==> config.mk <==
export PLATFORM = sky130hd
export DESIGN_NAME = step_scroller
export DESIGN_NICKNAME = d
export VERILOG_FILES = /design/src/rtl/step_scroller.sv
export SDC_FILE = /design/constraint.sdc
export NUM_CORES = 1
export LEC_CHECK = 0
export BUFFER_PORTS_ARGS = -buffer_cell sky130_fd_sc_hd__buf_2
export CORE_ASPECT_RATIO = 0.75
export CORE_UTILIZATION = 61
export CTS_BUF_LIST = sky130_fd_sc_hd__clkbuf_4 sky130_fd_sc_hd__clkbuf_8 sky130_fd_sc_hd__clkbuf_16
export CTS_CLUSTER_DIAMETER = 100
export DETAILED_ROUTE_END_ITERATION = 12
export GPL_TIMING_DRIVEN = 0
export PLACE_DENSITY = 0.85
export SETUP_SLACK_MARGIN = 0.15
export SYNTH_ARGS = -nofsm -noshare
export SYNTH_HDL_FRONTEND = slang
export SYNTH_SLANG_ARGS = --single-unit
==> constraint.sdc <==
create_clock -name clk -period 6.9 [get_ports clk]
set_input_delay 1.38 -clock clk [delete_from_list [all_inputs] [get_ports clk]]
set_output_delay 1.38 -clock clk [all_outputs]
set_load 0.02 [all_outputs]
==> src/rtl/step_scroller.sv <==
// step_scroller: debounced push-button / auto-timer stepper that scrolls a
// 16-character hex message across eight 5-bit character slots.
// Slot k of char_bus carries ROM[(pointer+k) mod 16] and drives digit an(7-k).
module step_scroller #(
   parameter logic [15:0] DEBOUNCE_CYCLES = 16'd50000,
   parameter logic [23:0] AUTO_PERIOD     = 24'd10000000
) (
   input  logic        clk,
   input  logic        reset,
   input  logic        step_button,
   input  logic        auto_en,
   output logic [39:0] char_bus,
   output logic [3:0]  msg_pos,
   output logic        step_pulse
);

   // Message ROM: entry i holds the hex digit i.
   function automatic logic [4:0] rom_char(input logic [3:0] addr);
      return {1'b0, addr};
   endfunction

   // Eight consecutive ROM entries starting at base, slot k in bits [5k+4:5k].
   function automatic logic [39:0] build_word(input logic [3:0] base);
      logic [39:0] word;
      logic [3:0]  idx;
      word = 40'd0;
      for (int k = 0; k < 8; k++) begin
         idx = base + 4'(k);
         word[5*k +: 5] = rom_char(idx);
      end
      return word;
   endfunction

   localparam logic [39:0] RESET_WORD = build_word(4'd0);

   logic        sync1_q, sync2_q;
   logic        deb_q, deb_d;
   logic [15:0] db_cnt_q, db_cnt_d;
   logic [23:0] auto_cnt_q, auto_cnt_d;
   logic        pulse_q, pulse_d;
   logic [3:0]  ptr_q, ptr_d;
   logic [39:0] bus_q, bus_d;
   logic        rise_s;
   logic        auto_tick_s;

   // Two-flop synchronizer for the raw asynchronous button.
   always_ff @(posedge clk or posedge reset) begin
      if (reset) begin
         sync1_q <= 1'b0;
         sync2_q <= 1'b0;
      end else begin
         sync1_q <= step_button;
         sync2_q <= sync1_q;
      end
   end

   // Debounce: accept a new level only after it has differed for DEBOUNCE_CYCLES cycles.
   always_comb begin
      deb_d    = deb_q;
      db_cnt_d = 16'd0;
      if (sync2_q != deb_q) begin
         if (db_cnt_q == (DEBOUNCE_CYCLES - 16'd1)) begin
            deb_d    = sync2_q;
            db_cnt_d = 16'd0;
         end else begin
            db_cnt_d = db_cnt_q + 16'd1;
         end
      end else begin
         db_cnt_d = 16'd0;
      end
   end

   // A press is the debounced level going 0->1 on this edge; releases are ignored.
   always_comb begin
      rise_s = deb_d & ~deb_q;
   end

   // Auto timer: free-runs 0..AUTO_PERIOD-1 while enabled, parked at 0 otherwise.
   always_comb begin
      auto_cnt_d  = 24'd0;
      auto_tick_s = 1'b0;
      if (auto_en) begin
         if (auto_cnt_q == (AUTO_PERIOD - 24'd1)) begin
            auto_cnt_d  = 24'd0;
            auto_tick_s = 1'b1;
         end else begin
            auto_cnt_d  = auto_cnt_q + 24'd1;
         end
      end else begin
         auto_cnt_d = 24'd0;
      end
   end

   // Step strobe merges press and tick (a coincidence is one step), the pointer
   // advances as the strobe ends, and the display word follows the pointer a cycle later.
   always_comb begin
      pulse_d = rise_s | auto_tick_s;
      if (pulse_q) begin
         ptr_d = ptr_q + 4'd1;
      end else begin
         ptr_d = ptr_q;
      end
      bus_d = build_word(ptr_q);
   end

   // State registers for debounce, timer, strobe, pointer and display word.
   always_ff @(posedge clk or posedge reset) begin
      if (reset) begin
         deb_q      <= 1'b0;
         db_cnt_q   <= 16'd0;
         auto_cnt_q <= 24'd0;
         pulse_q    <= 1'b0;
         ptr_q      <= 4'd0;
         bus_q      <= RESET_WORD;
      end else begin
         deb_q      <= deb_d;
         db_cnt_q   <= db_cnt_d;
         auto_cnt_q <= auto_cnt_d;
         pulse_q    <= pulse_d;
         ptr_q      <= ptr_d;
         bus_q      <= bus_d;
      end
   end

   assign char_bus   = bus_q;
   assign msg_pos    = ptr_q;
   assign step_pulse = pulse_q;

endmodule
==> flow_metrics.env, run 1 <==
export IMPL_outcome="finished clean"
export IMPL_grt_max_degree=46
export IMPL_grt_usage_pct=24.8
export IMPL_leakagePower_nw=1.74
export IMPL_ys_seq_area_share_pct=54.7
export IMPL_io_buffers=40
export IMPL_clk_path_buf_depth=2
export IMPL_syn_cell_area_sq_um=3220
export IMPL_synth_seq_cells=70
export IMPL_grt_pass1_wl_um=10200
export IMPL_crit_path_start="char_bus[35]$_DFF_PP1_"
export IMPL_synth_avg_cell_area_sq_um=10.6
export IMPL_dpl_hpwl_um=4220
export IMPL_synthArstFlopShare_pct=100
export IMPL_antenna_cells=0
export IMPL_synth_edf_count=0
export IMPL_cts_setup_buffers=0
export IMPL_worstHoldStart="sync1_q$_DFF_PP0_"
export IMPL_clk_latency_ps=350
export IMPL_drt_first_pass_iters=4
export IMPL_worstReg2RegStart="auto_cnt_q[17]$_DFF_PP0_"
export IMPL_tns_ps=0
export IMPL_post_route_period_util_pct=36.5
export IMPL_syn_inst=303
export IMPL_wirelength_um=5970
export IMPL_dieArea_sq_um=5570
export IMPL_grt_setup_unrepaired="false"
export IMPL_finalCriticalPeriod_ps=2520
export IMPL_setup_violations_final=0
export IMPL_clockRootBuffer="clkbuf_8"
export IMPL_ios=49
export IMPL_cts_sinks=70
export IMPL_grt_pass1_vias=2183
export IMPL_cp_start_kind="register"
export IMPL_clkTransAtPathRegs_ps=70
export IMPL_drc=0
export IMPL_numCtsBuffers=9
export IMPL_overflow=0
export IMPL_fmax_mhz=397
export IMPL_vias=2309
export IMPL_worstSetupEndpointType="output port"
export IMPL_cts_hold_buf=0
export IMPL_skew_ps=12.8
export IMPL_synth_top_area_cell="dfrtp_1"
export IMPL_hold_class="register to register"
export IMPL_start_util_pct=64.6
export IMPL_ant_nets=0
export IMPL_post_drt_wl_per_cell_um=13.6
export IMPL_worst_endpoint_required_ps=5520
export IMPL_rows=22
export IMPL_synth_area_leaders="dfrtp_1 49%, xnor2_1 7.9%, dfstp_2 5.7%, buf_4 5.1%, nor2_1 3.7%"
export IMPL_synthFlopType="dfrtp_1"
export IMPL_max_cap_violations=0
export IMPL_cts_tree="done"
export IMPL_syn_to_final_growth_pct=16.5
export IMPL_cp_arrival_ps=1140
export IMPL_drtIter0Drc=146
export IMPL_final_cell_mix="63 x dfrtp_1, 44 x buf_2, 32 x nor2_1, 29 x xnor2_1, 22 x buf_4"
export IMPL_cts_resized=0
export IMPL_fp_dieH_um=64.9
export IMPL_yosys_warnings=0
export IMPL_hold_violations=0
export IMPL_layout_drive_gt1_share_pct=25.9
export IMPL_place_gp_congestion=0.825
export IMPL_cp_max_fo=4
export IMPL_ys_types=31
export IMPL_synth_top_area_share_pct=49.0
export IMPL_maxSlewViolCount=0
export IMPL_viasPerCell=5.26
export IMPL_antenna_found_initial=0
export IMPL_htreeDepth=3
export IMPL_critical_path_class="register to output port"
export IMPL_relSlewSlack_pct=54.2
export IMPL_fp_coreArea_sq_um=4980
export IMPL_power_density_nw_per_um2=205
export IMPL_tightest_slew_ps=680
export IMPL_nNetsFinal=375
export IMPL_vdd_ir_drop_max_uv=173
export IMPL_final_util_pct=75.2
export IMPL_mostFrequentLayoutCell="dfrtp_1"
export IMPL_dieWidth_um=85.9
## cells in the mapped netlist (9+ instances only)
master / count
a21oi_1: 11
ha_1: 9
inv_1: 15
xor2_1: 11
nand2_1: 17
nor4_1: 11
nor2_1: 32
nand4_1: 10
dfrtp_1: 63
xnor2_1: 29
nand3_1: 12
buf_4: 22
## worst max-delay path, stage by stage (launching register included)
cell and delay, ps:
dfstp_2 550, buf_4 100, buf_2 150
## final cells by class
type | count | area [sq um]
Clock inverter | 4 | 47.5
Fill cell | 363 | 1230
Tap cell | 72 | 90.1
Multi-Input combinational cell | 194 | 1220
Clock buffer | 12 | 146
Timing Repair Buffer | 41 | 220
Inverter | 15 | 56.3
Sequential cell | 70 | 1760
Buffer | 31 | 204
## metrics by stage
step | total power, mW | hold slack (ps) | cell area, sq um | instances | setup WS (ps)
floorplan | 0.445 | 331 | 3240 | 310 | 3760
global placement | 0.450 | 334 | 3530 | 422 | 3040
detailed placement | 0.452 | 343 | 3550 | 423 | 4710
CTS | 0.773 | 358 | 3750 | 439 | 4360
global route | 0.793 | 370 | 3750 | 439 | 4330
finish | 0.766 | 354 | 3750 | 439 | 4380
## state kept, by name (all words and copies together), names as in the netlist
name	flops
auto_cnt_q	24
char_bus	22
db_cnt_q	16
msg_pos	4
deb_q	1
step_pulse	1
sync1_q	1
sync2_q	1
## kinds of logic (layout without fill, tap and decap cells)
| family | Yosys count | after routing | share of synthesized area, % |
|---|---|---|---|
| XOR/XNOR | 40 | 40 | 10.9 |
| AND/OR/NAND/NOR | 113 | 113 | 18.3 |
| flip-flops | 70 | 70 | 54.7 |
| adder cells (fa/ha/maj) | 9 | 9 | 3.50 |
| buffers and inverters | 46 | 103 | 8.09 |
| multiplexers | 1 | 1 | 0.350 |
| other | 1 | 8 | 0.117 |
| AO/OA/AOI/OAI | 23 | 23 | 4.01 |
## per-layer routing
metal | global-route usage (%) | vias up | part of all wire [%]
li1 | - | 1111 | -
met1 | 31.8 | 1102 | 45
met2 | 39.9 | 81 | 47
met3 | 8.28 | 15 | 6.2
met4 | 8.54 | 0 | 1.6
met5 | 0 | - | 0
## where the power goes
part | switching (mW) | leakage [nW] | internal, mW
clock network | 0.145 | 0.101 | 0.178
logic | 0.0189 | 0.722 | 0.00859
registers | 0.00265 | 0.918 | 0.414
total | 0.166 | 1.74 | 0.600
## final timing paths
path                                                 end  slack, ps  cells past startpoint
max in group asynchronous         char_bus[32]$_DFF_PP1_       5150                      3
worst max register to register   auto_cnt_q[9]$_DFF_PP0_       4860                      5
worst max-delay path                        char_bus[35]       4380                      2
min in group asynchronous       auto_cnt_q[16]$_DFF_PP0_       1070                      2
worst min-delay path                   sync2_q$_DFF_PP0_        350                      0
worst min register to register         sync2_q$_DFF_PP0_        350                      0
(Power assumes the default switching activity.)
==> run 2, diff against run 1 <==
CORE_UTILIZATION = 51   (was 61)
PLACE_DENSITY = 0.76   (was 0.85)
clock period = 2.3 ns   (was 6.9 ns; I/O delays follow)
==> flow_metrics.env, run 2 (synthesis gave the netlist of run 1 again) <==
export IMPL_outcome="finished clean"
export IMPL_finalCriticalPeriod_ps=2040
export IMPL_grt_pass1_wl_um=10100
export IMPL_worst_slack_ps=263
export IMPL_grt_setup_unrepaired="false"
export IMPL_regMostFlops="auto_cnt_q"
export IMPL_vdd_ir_drop_max_uv=385
export IMPL_leakagePower_nw=1.75
export IMPL_max_cap_violations=0
export IMPL_antenna_found_initial=0
export IMPL_critical_path_class="register to register"
export IMPL_clk_latency_ps=360
export IMPL_start_util_pct=54.1
export IMPL_mostFrequentLayoutCell="dfrtp_1"
export IMPL_post_route_period_util_pct=88.6
export IMPL_cts_tree="done"
export IMPL_relSlewSlack_pct=47.7
export IMPL_clockRootBuffer="clkbuf_8"
export IMPL_r2r_slack_ps=260
export IMPL_syn_to_final_growth_pct=18.1
export IMPL_overflow=0
export IMPL_grt_usage_pct=20.0
export IMPL_vias=2243
export IMPL_fmax_mhz=491
export IMPL_final_cell_mix="63 x dfrtp_1, 44 x buf_2, 32 x nor2_1, 29 x xnor2_1, 22 x buf_4"
export IMPL_drtIter0Drc=85
export IMPL_htreeDepth=3
export IMPL_largest_reg_flops=24
export IMPL_hold_violations=0
export IMPL_rows=24
export IMPL_dpl_hpwl_um=3990
export IMPL_antenna_cells=0
export IMPL_grt_pass1_vias=2199
export IMPL_clk_path_buf_depth=2
export IMPL_tightest_slew_ps=782
export IMPL_wirelength_um=5610
export IMPL_numCtsBuffers=9
export IMPL_viasPerCell=5.04
export IMPL_dp_slack_ps=287
export IMPL_io_buffers=40
export IMPL_nNetsFinal=375
export IMPL_skew_ps=10.1
export IMPL_fp_dieH_um=70.8
export IMPL_tns_ps=0
export IMPL_clkTransAtPathRegs_ps=80
export IMPL_place_gp_congestion=0.833
export IMPL_cts_hold_buf=0
export IMPL_grt_max_degree=39
export IMPL_worst_endpoint_required_ps=2580
export IMPL_post_drt_wl_per_cell_um=12.6
export IMPL_cp_start_kind="register"
export IMPL_cts_sinks=70
export IMPL_dieArea_sq_um=6630
export IMPL_drc=0
export IMPL_dieWidth_um=93.7
export IMPL_cp_max_fo=6
export IMPL_drt_first_pass_iters=4
export IMPL_cp_arrival_ps=2320
export IMPL_layout_drive_gt1_share_pct=26.2
export IMPL_setup_violations_final=0
export IMPL_power_density_nw_per_um2=648
export IMPL_ios=49
export IMPL_ant_nets=0
export IMPL_fp_coreArea_sq_um=5950
export IMPL_cts_resized=0
export IMPL_hold_class="primary input to register"
export IMPL_maxSlewViolCount=0
export IMPL_worstSetupEndpointType="register"
export IMPL_cts_setup_buffers=0
==> run 2: stage by stage <==
step                      area (sq um)  hold slack (ps)  power, mW  cells  utilization [%]
after floorplan                   3250              331       1.33    310                -
after global placement            3540              367       1.35    428             59.6
after detailed placement          3560              367       1.36    429             60.0
after CTS                         3790              203       2.48    445             63.8
after global routing              3800              192       2.55    445             63.9
final                             3800              208       2.46    445             63.9
==> run 2: worst max-delay path, stage by stage (launching register included) <==
cell and delay [ps]:
dfrtp_1 370, ha_1 240, nand2_1 180, or4_1 640
or3_1 370, a21oi_1 160
==> run 2: cell type report <==
cell class                 instances  area [sq um]
fill                             485          2150
sequential                        70          1760
multi-input combinational        194          1230
timing repair buffer              41           220
buffer                            31           204
clock buffer                       9           124
clock inverter                     7           104
tap                               78          97.6
inverter                          15          60.1
==> run 2: path summary, 6_finish.rpt <==
check | startpoint | endpoint | cells after the start
setup reg to reg | auto_cnt_q[0]$_DFF_PP0_ | auto_cnt_q[20]$_DFF_PP0_ | 5
min in group asynchronous | reset | db_cnt_q[10]$_DFF_PP0_ | 2
setup / recovery | auto_cnt_q[0]$_DFF_PP0_ | auto_cnt_q[20]$_DFF_PP0_ | 5
hold / removal | step_button | sync1_q$_DFF_PP0_ | 1
max in group asynchronous | reset | char_bus[32]$_DFF_PP1_ | 3
hold reg to reg | sync1_q$_DFF_PP0_ | sync2_q$_DFF_PP0_ | 0
==> run 2: routing by layer <==
metal | part of all wire, % | track usage, %
met5 | 0 | 0
met4 | 1.2 | 7.52
met3 | 6.5 | 6.88
met2 | 46 | 31.1
met1 | 46 | 26.0
==> run 2: power by group <==
part / internal (mW) / total (mW) / switching [mW]
Combinational: 0.0258 / 0.0829 / 0.0571
Sequential: 1.24 / 1.25 / 0.00799
Clock: 0.625 / 1.13 / 0.504
